==> src/rtl/i2c_pkg.sv <==
// Shared types for the byte-level I2C master: FSM states, bit sub-phases,
// single-bit request kinds, ACK polarity and the field-skipping helper.
// No ports; imported by i2c_bit_issuer and i2c_byte_ctrl.
package i2c_pkg;

   typedef enum logic [2:0] {
      S_IDLE, S_START, S_WBIT, S_WACK, S_RBIT, S_RACK, S_STOP, S_DONE
   } state_e;

   typedef enum logic {PH_ISSUE, PH_WAIT} phase_e;

   typedef enum logic [1:0] {BK_START, BK_STOP, BK_WRITE, BK_READ} bit_kind_e;

   localparam logic ACK  = 1'b0;
   localparam logic NACK = 1'b1;

   // First state with its field set; used at acceptance and after START.
   function automatic state_e first_state(input logic s, input logic w,
                                          input logic r, input logic p);
      if (s)      return S_START;
      else if (w) return S_WBIT;
      else if (r) return S_RBIT;
      else if (p) return S_STOP;
      else        return S_DONE;
   endfunction

endpackage

==> src/rtl/i2c_bit_issuer.sv <==
// Purpose: turns one bit request into a registered i2c_phy pulse and tracks phy_busy high->low.
// Latency: phy pulse 1 cycle after req; bit_done in the cycle phy_busy is first seen low.
// Backpressure: caller only raises req while phy_busy is low; watchdog aborts a stuck bit.
// Ports: req/req_kind/req_tx in from the byte FSM; phy_* pulses and phy_tx_data out;
//        phy_busy/phy_rx_data_reg in; bit_done/bit_rx/bit_timeout back to the byte FSM.
module i2c_bit_issuer
   import i2c_pkg::*;
#(
   parameter int unsigned TIMEOUT_CYCLES = 65535
) (
   input  logic       clk,
   input  logic       rst,
   input  logic       req,
   input  logic [1:0] req_kind,
   input  logic       req_tx,
   input  logic       phy_busy,
   input  logic       phy_rx_data_reg,
   output logic       phy_start_bit,
   output logic       phy_stop_bit,
   output logic       phy_write_bit,
   output logic       phy_read_bit,
   output logic       phy_tx_data,
   output logic       phy_release_bus,
   output logic       bit_done,
   output logic       bit_rx,
   output logic       bit_timeout
);

   logic        start_q, start_d, stop_q, stop_d, write_q, write_d, read_q, read_d;
   logic        tx_q, tx_d, release_q, release_d;
   logic        active_q, active_d, seen_hi_q, seen_hi_d;
   logic [31:0] cnt_q, cnt_d;

   always_ff @(posedge clk) begin
      if (!rst) begin
         start_q   <= 1'b0;
         stop_q    <= 1'b0;
         write_q   <= 1'b0;
         read_q    <= 1'b0;
         tx_q      <= 1'b0;
         release_q <= 1'b0;
         active_q  <= 1'b0;
         seen_hi_q <= 1'b0;
         cnt_q     <= '0;
      end else begin
         start_q   <= start_d;
         stop_q    <= stop_d;
         write_q   <= write_d;
         read_q    <= read_d;
         tx_q      <= tx_d;
         release_q <= release_d;
         active_q  <= active_d;
         seen_hi_q <= seen_hi_d;
         cnt_q     <= cnt_d;
      end
   end

   always_comb begin
      start_d   = req && (req_kind == BK_START);
      stop_d    = req && (req_kind == BK_STOP);
      write_d   = req && (req_kind == BK_WRITE);
      read_d    = req && (req_kind == BK_READ);
      tx_d      = req ? req_tx : tx_q;
      release_d = 1'b0;
      active_d  = active_q;
      seen_hi_d = seen_hi_q;
      cnt_d     = cnt_q;
      // The bit ends on the first low cycle after phy_busy was seen high.
      bit_done  = active_q && seen_hi_q && !phy_busy;
      if (req) begin
         active_d  = 1'b1;
         seen_hi_d = 1'b0;
         cnt_d     = '0;
      end else if (active_q) begin
         if (bit_done) begin
            active_d = 1'b0;
         end else begin
            if (phy_busy) seen_hi_d = 1'b1;
            cnt_d = cnt_q + 32'd1;
            // Counter is 0 in the pulse cycle, so release lands TIMEOUT_CYCLES after it.
            if ((TIMEOUT_CYCLES != 0) && (cnt_q == TIMEOUT_CYCLES - 1)) begin
               release_d = 1'b1;
               active_d  = 1'b0;
            end
         end
      end
   end

   assign phy_start_bit   = start_q;
   assign phy_stop_bit    = stop_q;
   assign phy_write_bit   = write_q;
   assign phy_read_bit    = read_q;
   assign phy_tx_data     = tx_q;
   assign phy_release_bus = release_q;
   assign bit_rx          = phy_rx_data_reg;
   assign bit_timeout     = release_q;

endmodule

==> src/rtl/i2c_byte_ctrl.sv <==
// Purpose: byte-level I2C master; splits START/WRITE/READ/STOP commands into i2c_phy bit requests.
// Latency: done 1 cycle after acceptance for illegal/empty commands, else after the last bit completes.
// Backpressure: cmd_ready only in IDLE; one command in flight; each bit waits for phy_busy to drop.
// Ports: cmd_* valid/ready command in; rx_data/rx_valid/ack_received/done/cmd_error/busy status out;
//        phy_* request pulses out, phy_busy/bus_control_reg/phy_rx_data_reg in from i2c_phy.
module i2c_byte_ctrl
   import i2c_pkg::*;
#(
   parameter int unsigned TIMEOUT_CYCLES = 65535
) (
   input  logic       clk,
   input  logic       rst,
   input  logic       cmd_valid,
   output logic       cmd_ready,
   input  logic       cmd_start,
   input  logic       cmd_write,
   input  logic       cmd_read,
   input  logic       cmd_stop,
   input  logic [7:0] cmd_data,
   input  logic       cmd_ack,
   output logic [7:0] rx_data,
   output logic       rx_valid,
   output logic       ack_received,
   output logic       done,
   output logic       cmd_error,
   output logic       busy,
   output logic       phy_start_bit,
   output logic       phy_stop_bit,
   output logic       phy_write_bit,
   output logic       phy_read_bit,
   output logic       phy_tx_data,
   output logic       phy_release_bus,
   input  logic       phy_busy,
   input  logic       bus_control_reg,
   input  logic       phy_rx_data_reg
);

   state_e     state_q, state_d;
   phase_e     phase_q, phase_d;
   logic       wr_q, wr_d, rd_q, rd_d, stp_q, stp_d, ack_q, ack_d, err_q, err_d;
   logic [7:0] sh_q, sh_d, rx_data_q, rx_data_d;
   logic [2:0] bit_cnt_q, bit_cnt_d;
   logic       rx_valid_q, rx_valid_d, ack_rcv_q, ack_rcv_d;
   logic       bit_req, bit_tx, bit_done, bit_rx, bit_timeout, stop_skip;
   logic [1:0] bit_kind;

   i2c_bit_issuer #(.TIMEOUT_CYCLES(TIMEOUT_CYCLES)) u_issuer (
      .clk(clk), .rst(rst),
      .req(bit_req), .req_kind(bit_kind), .req_tx(bit_tx),
      .phy_busy(phy_busy), .phy_rx_data_reg(phy_rx_data_reg),
      .phy_start_bit(phy_start_bit), .phy_stop_bit(phy_stop_bit),
      .phy_write_bit(phy_write_bit), .phy_read_bit(phy_read_bit),
      .phy_tx_data(phy_tx_data), .phy_release_bus(phy_release_bus),
      .bit_done(bit_done), .bit_rx(bit_rx), .bit_timeout(bit_timeout)
   );

   // State register
   always_ff @(posedge clk) begin
      if (!rst) begin
         state_q    <= S_IDLE;
         phase_q    <= PH_ISSUE;
         wr_q       <= 1'b0;
         rd_q       <= 1'b0;
         stp_q      <= 1'b0;
         ack_q      <= 1'b0;
         err_q      <= 1'b0;
         sh_q       <= '0;
         bit_cnt_q  <= 3'd7;
         rx_data_q  <= '0;
         rx_valid_q <= 1'b0;
         ack_rcv_q  <= NACK;
      end else begin
         state_q    <= state_d;
         phase_q    <= phase_d;
         wr_q       <= wr_d;
         rd_q       <= rd_d;
         stp_q      <= stp_d;
         ack_q      <= ack_d;
         err_q      <= err_d;
         sh_q       <= sh_d;
         bit_cnt_q  <= bit_cnt_d;
         rx_data_q  <= rx_data_d;
         rx_valid_q <= rx_valid_d;
         ack_rcv_q  <= ack_rcv_d;
      end
   end

   // A STOP with nobody holding the bus is dropped without touching the phy.
   assign stop_skip = (state_q == S_STOP) && !bus_control_reg;

   // Next-state and datapath
   always_comb begin
      state_d    = state_q;
      phase_d    = phase_q;
      wr_d       = wr_q;
      rd_d       = rd_q;
      stp_d      = stp_q;
      ack_d      = ack_q;
      err_d      = err_q;
      sh_d       = sh_q;
      bit_cnt_d  = bit_cnt_q;
      rx_data_d  = rx_data_q;
      rx_valid_d = 1'b0;
      ack_rcv_d  = ack_rcv_q;
      case (state_q)
         S_IDLE: begin
            if (cmd_valid) begin
               wr_d      = cmd_write;
               rd_d      = cmd_read;
               stp_d     = cmd_stop;
               ack_d     = cmd_ack;
               sh_d      = cmd_data;
               bit_cnt_d = 3'd7;
               phase_d   = PH_ISSUE;
               err_d     = 1'b0;
               if ((cmd_write && cmd_read) ||
                   ((cmd_write || cmd_read) && !cmd_start && !bus_control_reg)) begin
                  state_d = S_DONE;
                  err_d   = 1'b1;
               end else begin
                  state_d = first_state(cmd_start, cmd_write, cmd_read, cmd_stop);
               end
            end
         end
         S_DONE: state_d = S_IDLE;
         default: begin
            if (phase_q == PH_ISSUE) begin
               if (stop_skip)      state_d = S_DONE;
               else if (!phy_busy) phase_d = PH_WAIT;
            end else if (bit_timeout) begin
               state_d = S_DONE;
               phase_d = PH_ISSUE;
               err_d   = 1'b1;
            end else if (bit_done) begin
               phase_d = PH_ISSUE;
               case (state_q)
                  S_START: state_d = first_state(1'b0, wr_q, rd_q, stp_q);
                  S_WBIT, S_RBIT: begin
                     sh_d = {sh_q[6:0], (state_q == S_RBIT) ? bit_rx : 1'b0};
                     if (bit_cnt_q == 3'd0) state_d = (state_q == S_WBIT) ? S_WACK : S_RACK;
                     else                   bit_cnt_d = bit_cnt_q - 3'd1;
                  end
                  S_WACK: begin
                     ack_rcv_d = bit_rx;
                     state_d   = stp_q ? S_STOP : S_DONE;
                  end
                  S_RACK: begin
                     rx_data_d  = sh_q;
                     rx_valid_d = 1'b1;
                     state_d    = stp_q ? S_STOP : S_DONE;
                  end
                  default: state_d = S_DONE;
               endcase
            end
         end
      endcase
   end

   // Outputs
   always_comb begin
      bit_req  = 1'b0;
      bit_kind = BK_START;
      bit_tx   = 1'b0;
      case (state_q)
         S_START: bit_kind = BK_START;
         S_STOP:  bit_kind = BK_STOP;
         S_WBIT:  begin bit_kind = BK_WRITE; bit_tx = sh_q[7]; end
         S_RACK:  begin bit_kind = BK_WRITE; bit_tx = ack_q;   end
         default: bit_kind = BK_READ;
      endcase
      if ((state_q != S_IDLE) && (state_q != S_DONE) && (phase_q == PH_ISSUE) &&
          !phy_busy && !stop_skip)
         bit_req = 1'b1;
   end

   assign cmd_ready    = (state_q == S_IDLE);
   assign busy         = (state_q != S_IDLE);
   assign done         = (state_q == S_DONE);
   assign cmd_error    = (state_q == S_DONE) && err_q;
   assign rx_data      = rx_data_q;
   assign rx_valid     = rx_valid_q;
   assign ack_received = ack_rcv_q;

endmodule
==> config.mk <==
export PLATFORM = sky130hd
export DESIGN_NAME = i2c_byte_ctrl
export DESIGN_NICKNAME = d
export VERILOG_FILES = /design/src/rtl/i2c_pkg.sv /design/src/rtl/i2c_bit_issuer.sv /design/src/rtl/i2c_byte_ctrl.sv
export SDC_FILE = /design/constraint.sdc
export NUM_CORES = 1
export LEC_CHECK = 0
export CAP_MARGIN = 20
export CORE_MARGIN = 2
export CORE_UTILIZATION = 45
export CTS_CLUSTER_SIZE = 8
export DETAILED_ROUTE_END_ITERATION = 6
export GPL_ROUTABILITY_DRIVEN = 0
export GPL_TIMING_DRIVEN = 0
export PLACE_DENSITY = 0.71
export SETUP_SLACK_MARGIN = 0.02
export SYNTH_ARGS = -nofsm -noshare
export SYNTH_HDL_FRONTEND = slang
export SYNTH_SLANG_ARGS = --single-unit
==> constraint.sdc <==
create_clock -name clk -period 4.6 [get_ports clk]
set_clock_uncertainty 0.2 [all_clocks]
set_input_delay 0.92 -clock clk [delete_from_list [all_inputs] [get_ports clk]]
set_output_delay 0.92 -clock clk [all_outputs]
set_load 0.05 [all_outputs]
* Yosys cells after proc, flatten, opt, wreduce, memory -nomap -nowiden *
Index checks and enable logic that the tools add are counted.

word-level totals
  register bits = 70
  input port bits = 19
  output and inout port bits = 20
  logic and storage cells = 146

cells by class
  add/subtract/negate cells = 2
  eq/ne operators = 17
  mux-type cells = 52
  bitwise operators = 7
  reduce and logical (&&, ||, !) cells = 47

operator list
  operator               count
  $mux 3                 17
  $mux 8                 5
  $add 32x1->32 const B  1
  $eq 32x16->1 const B   1
  $mux 1                 20
  $pmux 8 s2             1
  $logic_and 1x1->1      15
  $eq 3x3->1 const B     4
  $pmux 3 s2             2
  $reduce_and 5->1       2
  $reduce_or 2->1        5
  $pmux 3 s3             1
  $reduce_and 4->1       2
  $reduce_bool 2->1      4
  $not 1->1              7
  $reduce_and 7->1       1
  $eq 3x2->1 const B     2
  $logic_not 3->1        2
  $ne 2x2->1 const B     3
  $ne 6x5->1 const B     1
  $pmux 1 s2             3
  $pmux 2 s3             1
  $reduce_and 2->1       3
  $reduce_and 6->1       1
  other kinds (15)       21

* Logic depth before layout (Yosys ltp) *
Gate-level depths: netlist of run 1.

  word-level depth = 8
  depth in mapped cells = 10
  depth with buffers taken out = 7

* Hierarchy *
From an unflattened synthesis of run 1, not the netlist that was laid out.

unflattened totals
  cells, all modules = 435
  area total of the unflattened synthesis = 3668.5 um^2

modules (own cells, without submodules)
  module          times used  cells an instance  area an instance (um^2)  sequential area each (um^2)
  i2c_bit_issuer  1           233                1985.7                   800.8
  i2c_byte_ctrl   1           202                1682.9                   600.6

* Least setup slack after synthesis of run 1 *
No wires, ideal clock.

  path type = reg2out
  start = register state_q[0]
  end = output cmd_ready
  arrival = 1.756 ns
  required time = 3.480 ns
  path slack = 1.724 ns
  cell stages (with the launch flop) = 6
  buffers on the path = 2
  cells stage by stage = dfxtp_1 buf_2 nor2_1 nand2_1 inv_2 clkbuf_1

on the way
  longest elaborated chain between the ends = 1

ends and longest elaborated chain
  element                 line                  source
  start, declared         i2c_byte_ctrl.sv:38   state_e state_q, state_d;
  start signal, assigned  i2c_byte_ctrl.sv:73   state_q <= state_d;
  $logic_not 3->1         i2c_byte_ctrl.sv:176  assign cmd_ready = (state_q == S_IDLE);
  end, declared           i2c_byte_ctrl.sv:14   output logic cmd_ready,

Every way passes these cells.

* Final worst setup path of run 1 *
  start = register state_q[2]
  end = output cmd_ready

The elaborated chain is that of the path after synthesis.

==> flow_summary.yaml, run 1 <==
status:
  status: "finished clean"
clock_tree:
  cts.sinks: 70
  ctsResizeCount: 0
  hold_buffers: 0
  clockBufferDepth: 2
  cts.clk_slew.worst_paths_ns: 0.08
  htree_levels: 3
  post_cts_buffers: 0
  numCtsBuffers: 9
  cts_tree: "yes"
  cts_root_buf: "clkbuf_8"
  clk_latency_ns: 0.35
synthesis:
  ys_ff_latch: 70
  yosys.area_share.simple: 0.280
  yosysWarnings: 0
  yosys.area_share.adder: 0.0169
  synth_nets: 457
  synthMuxAreaShare: 0.0450
  synth_top_family_by_area: "simple AND/OR/NAND/NOR gates"
  syn_area_sq_um: 3560
  synth_edf_count: 0
  synthCells: 434
  synth_compound_area_frac: 0.166
  synthFlopType: "dfxtp_1"
  yosysUniqueCellTypes: 51
  syn_area_per_cell_sq_um: 8.20
  synth-xor-area-share: 0.0492
  async_flop_share: 0
  ys_seq_area_frac: 0.394
setup_path:
  cp_num_buf_inv: 5
  rr_endpoint: "u_issuer.cnt_q[22]"
  rr_startpoint: "state_q[2]"
  rrSetupSlack_ns: 2.07
  critPathCapture: "cmd_ready"
  critPathLaunchType: "register"
  worstPathRequired_ns: 3.48
  cp-startpoint: "state_q[2]"
  worst-setup-path-type: "register to primary output"
  r2r_cells: 10
  cp_top_family: "buffers and inverters"
  cpMaxStageDelayCell: "clkdlybuf4s50_1"
  cp.depth: 6
  cp_slowest_stage_delay_ns: 0.91
  arrival_ns: 2.72
  crit_path_max_fanout: 10
  cp-end-kind: "primary output"
  crit_chain: "buf_2 -> inv_1 -> nand2_1 -> inv_2 -> clkbuf_1 -> clkdlybuf4s50_1"
sta:
  post-route-period-util: 0.834
  fin_crit_ns: 3.84
  rsz0062_at_grt: "false"
  max_freq_mhz: 261
  hold_viol_final: 0
  finalSetupViolations: 0
  final_max_slew_viol_count: 0
  tns_ns: 0
  fin_ws_ns: 0.765
  tightest_slew_ns: 0.812
  max_slew_margin: 0.454
placement:
  hpwl_mm: 6.02
  dp.cells: 573
  dpl_cell_area_sq_um: 4060
  portBuffers: 37
  place_ws_ns: 1.21
die:
  die_w_um: 92.9
  initial_core_util: 0.463
  core_sq_um: 7690
  top_level_ports: 39
  die-area_sq_um: 8640
  die_h_um: 92.9
  num_rows: 32
pwr:
  leakagePower_uw: 0.00153
  swShare: 0.401
  power_switching_uw: 833
  peakVddDrop_mv: 0.227
  clockPowerShare: 0.252
  p_seq_frac: 0.372
  pwr-share-comb: 0.376
  p_int_uw: 1240
  power_density_nw_per_um2: 486
routing:
  vias: 3276
  drt-initial-drc-count: 153
  wire_per_inst_um: 14.4
  final_antenna_net_count: 0
  dr.pass1.iters: 5
  vias_per_cell: 5.56
  wirelength_mm: 8.49
  drc_errors: 0
hold_path:
  hold_path.class: "register to register"
global_route:
  grt_overflow: 0
  grt_pass1_vias: 2993
  grt_max_degree: 13
  grt_pass1_wl_mm: 14.3
  antenna_found_initial: 0
  track_usage: 0.206
layout:
  diodes: 0
  stdcell_area_sq_um: 4270
  final_common_cell: "dfxtp_1"
  nets: 505
  most-common-layout-cells: "dfxtp_1 (70), nor2_1 (66), clkdlybuf4s50_1 (37), a21oi_1 (27), nand2_1 (26)"
  drive_above_1_share: 0.0780
  area_growth_pct: 19.9
  layout.cells.non_filler: 589
job:
  drv_cap: 0
synthesized netlist by cell type, types with 11 or more instances:
cell type,instances,area (sq um)
nor3_1,15,75.1
and3_1,11,68.8
nand3_1,14,70.1
mux2i_1,16,160
clkbuf_1,14,52.6
dfxtp_1,70,1400
nand2_1,26,97.6
xnor2_1,14,123
nor2_1,66,248
inv_1,15,56.3
a21oi_1,27,135
o21ai_0,22,110
state kept, by name, summed over array words and instances, names as in the netlist:
signal                  count
bit_cnt_q                   3
phase_q                     1
u_issuer.cnt_q             32
sh_q                        8
u_issuer.phy_read_bit       1
u_issuer.phy_stop_bit       1
u_issuer.phy_start_bit      1
u_issuer.active_q           1
rx_valid                    1
ack_q                       1
wr_q                        1
stp_q                       1
u_issuer.bit_timeout        1
u_issuer.seen_hi_q          1
u_issuer.phy_tx_data        1
err_q                       1
rx_data                     8
state_q                     3
ack_received                1
u_issuer.phy_write_bit      1
rd_q                        1
final cells by class:
| type | instances | area (sq um) |
|---|---|---|
| fillers | 730 | 3420 |
| clock buffers | 11 | 151 |
| plain buffers | 23 | 111 |
| multi-input cells | 324 | 1980 |
| well taps | 102 | 128 |
| clock inverters | 5 | 57.6 |
| flip-flops and latches | 70 | 1400 |
| inverters | 17 | 63.8 |
| repair buffers | 37 | 370 |
how the worst min path moves through the flow:
stage                 startpoint           end  slack [ns]  cells past startpoint
floorplan           bit_cnt_q[0]  bit_cnt_q[0]        0.23                      1
global placement    bit_cnt_q[0]  bit_cnt_q[0]        0.25                      1
detailed placement  ack_received  ack_received        0.28                      2
CTS                 ack_received  ack_received        0.29                      2
global route        bit_cnt_q[0]  bit_cnt_q[0]        0.30                      1
finish              ack_received  ack_received        0.29                      2
power by group through the flow:
stage                     Sequential (uW)  Combinational [uW]  Clock (uW)
after floorplan                       783                 551           0
after detailed placement              786                 766           0
after global routing                  784                 862         562
final                                 772                 781         522
after CTS                             771                 770         534
after global placement                782                 763           0
per-layer routing:
layer	vias to the layer above	GRT usage	wire length, um
met5	-	0	0
met4	0	0.0760	185
met2	119	0.327	3870
li1	1649	-	-
met3	23	0.0521	573
met1	1485	0.271	3860
worst min-delay path, cell delays in order, from the launching register on:
cell     delay, ns
dfxtp_1       0.34
mux2i_1       0.07
nand2_1       0.05
per-stage QoR:
step                      power [uW]  hold WS [ns]   util
final                           2080         0.286  0.555
after global routing            2210         0.301  0.555
after floorplan                 1330         0.233      -
after CTS                       2070         0.292  0.555
after global placement          1550         0.247  0.528
after detailed placement        1550         0.276  0.528
cell families after synthesis:
logic type,after synthesis
buffers and inverters,40
xor gates and xnor gates,20
and+or+nand+nor,191
muxes,16
DFF,70
adders and majority gates,5
AOI/OAI and AO/OA,92
Power figures use the tool's default switching activity.
==> run 2: changes to the inputs <==
==> constraint.sdc (replaced) <==
create_clock -name clk -period 3.8 [get_ports clk]
set_clock_uncertainty 0.2 [all_clocks]
set_input_delay 0.76 -clock clk [delete_from_list [all_inputs] [get_ports clk]]
set_output_delay 0.76 -clock clk [all_outputs]
set_load 0.05 [all_outputs]
==> run 2 against run 1 <==
  * Sequential power increased by 21%
  * Critical path depth unchanged
  * Routed wire length increased by 0.11%
  * Die area unchanged
  * Utilization about the same
  * Non-clock buffer count unchanged
  * Worst setup slack got worse by 0.23 ns
  * Critical endpoint unchanged
==> flow_summary.yaml, run 2 (synthesized netlist as in run 1, its figures left out) <==
status:
  status: "finished clean"
die:
  top_level_ports: 39
  num_rows: 32
  initial_core_util: 0.463
  die_w_um: 92.9
  core_sq_um: 7690
  die_h_um: 92.9
  die-area_sq_um: 8640
clock_tree:
  cts_root_buf: "clkbuf_8"
  htree_levels: 3
  cts.clk_slew.worst_paths_ns: 0.08
  clk_latency_ns: 0.35
  numCtsBuffers: 9
  post_cts_buffers: 0
  clockBufferDepth: 2
  cts.sinks: 70
  hold_buffers: 0
  cts_tree: "yes"
sta:
  finalSetupViolations: 0
  tightest_slew_ns: 0.815
  fin_crit_ns: 3.26
  hold_viol_final: 0
  tns_ns: 0
  max_slew_margin: 0.452
  post-route-period-util: 0.858
  fin_ws_ns: 0.539
  final_max_slew_viol_count: 0
  rsz0062_at_grt: "false"
  max_freq_mhz: 307
setup_path:
  worstPathRequired_ns: 2.84
  crit_chain: "buf_2 -> inv_1 -> nand2_1 -> inv_2 -> clkbuf_1 -> dlymetal6s2s_1"
  cp_top_family: "buffers and inverters"
  cp_slowest_stage_delay_ns: 0.50
  worst-setup-path-type: "register to primary output"
  cp_num_buf_inv: 5
  cp-end-kind: "primary output"
  arrival_ns: 2.30
  critPathLaunchType: "register"
  crit_path_max_fanout: 10
  cpMaxStageDelayCell: "dlymetal6s2s_1"
placement:
  hpwl_mm: 6.02
  dpl_cell_area_sq_um: 4060
  portBuffers: 37
  place_ws_ns: 0.568
pwr:
  power_density_nw_per_um2: 588
  power_uw: 2510
  leakagePower_uw: 0.00154
  peakVddDrop_mv: 0.275
layout:
  most-common-layout-cells: "dfxtp_1 (70), nor2_1 (66), clkdlybuf4s50_1 (36), a21oi_1 (27), nand2_1 (26)"
  largest_register_ffs: 32
  stdcell_area_sq_um: 4270
  drive_above_1_share: 0.0780
  top_register: "u_issuer.cnt_q"
  diodes: 0
  nets: 505
  final_common_cell: "dfxtp_1"
  area_growth_pct: 19.9
routing:
  vias_per_cell: 5.56
  wirelength_mm: 8.50
  vias: 3274
  dr.pass1.iters: 5
  wire_per_inst_um: 14.4
  drc_errors: 0
  final_antenna_net_count: 0
  drt-initial-drc-count: 153
global_route:
  antenna_found_initial: 0
  grt_overflow: 0
  grt_pass1_vias: 2993
  grt_max_degree: 13
  grt_pass1_wl_mm: 14.3
  track_usage: 0.206
job:
  drv_cap: 0
hold_path:
  hold_path.class: "register to register"
run 2: final timing paths:
kind	to	from	cells past startpoint	slack, ns
hold / removal	ack_received	ack_received	2	0.29
hold reg to reg	ack_received	ack_received	2	0.29
setup / recovery	cmd_ready	state_q[2]	6	0.54
setup reg to reg	u_issuer.cnt_q[22]	state_q[2]	10	1.26
run 2: per-stage QoR:
stage / hold slack (ns) / std cells / utilization
2_1_floorplan: 0.233 / 434 / -
3_3_place_gp: 0.247 / 573 / 0.528
3_5_place_dp: 0.276 / 573 / 0.528
4_1_cts: 0.292 / 589 / 0.555
5_1_grt: 0.301 / 589 / 0.555
6_report: 0.286 / 589 / 0.555
run 2: timing repair:
action                                 CTS  global route
gates resized for setup                  0             1
setup endpoints to repair                0             1
endpoints found under the hold margin    0             0
run 2: area by class of cell:
cell class,count,area [sq um]
fill,729,3420
multi-input combinational,324,1980
sequential,70,1400
timing repair buffer,37,373
clock buffer,11,151
tap,102,128
buffer,23,111
inverter,17,63.8
clock inverter,5,57.6
run 2: layer usage:
metal | share of wire | track usage | routed length [um]
met4 | 0.020 | 0.0760 | 170
met1 | 0.45 | 0.271 | 3870
met3 | 0.069 | 0.0521 | 586
met5 | 0 | 0 | 0
met2 | 0.46 | 0.327 | 3880
run 2: worst register-to-register path, cell delays in order, from the launching register on:
cell and delay, ns:
dfxtp_1 0.31, buf_2 0.17, inv_1 0.12, nand2_1 0.26
inv_2 0.11, a311oi_1 0.34, and2b_1 0.31, nand2b_1 0.14
buf_2 0.20, buf_4 0.21, a21oi_1 0.06
run 2: power breakdown:
part | leakage [uW] | switching, uW | internal, uW | total (uW)
combinational | 0.000879 | 613 | 332 | 945
clock | 0.0000976 | 294 | 338 | 631
sequential | 0.000568 | 101 | 834 | 935
total | 0.00154 | 1010 | 1500 | 2510
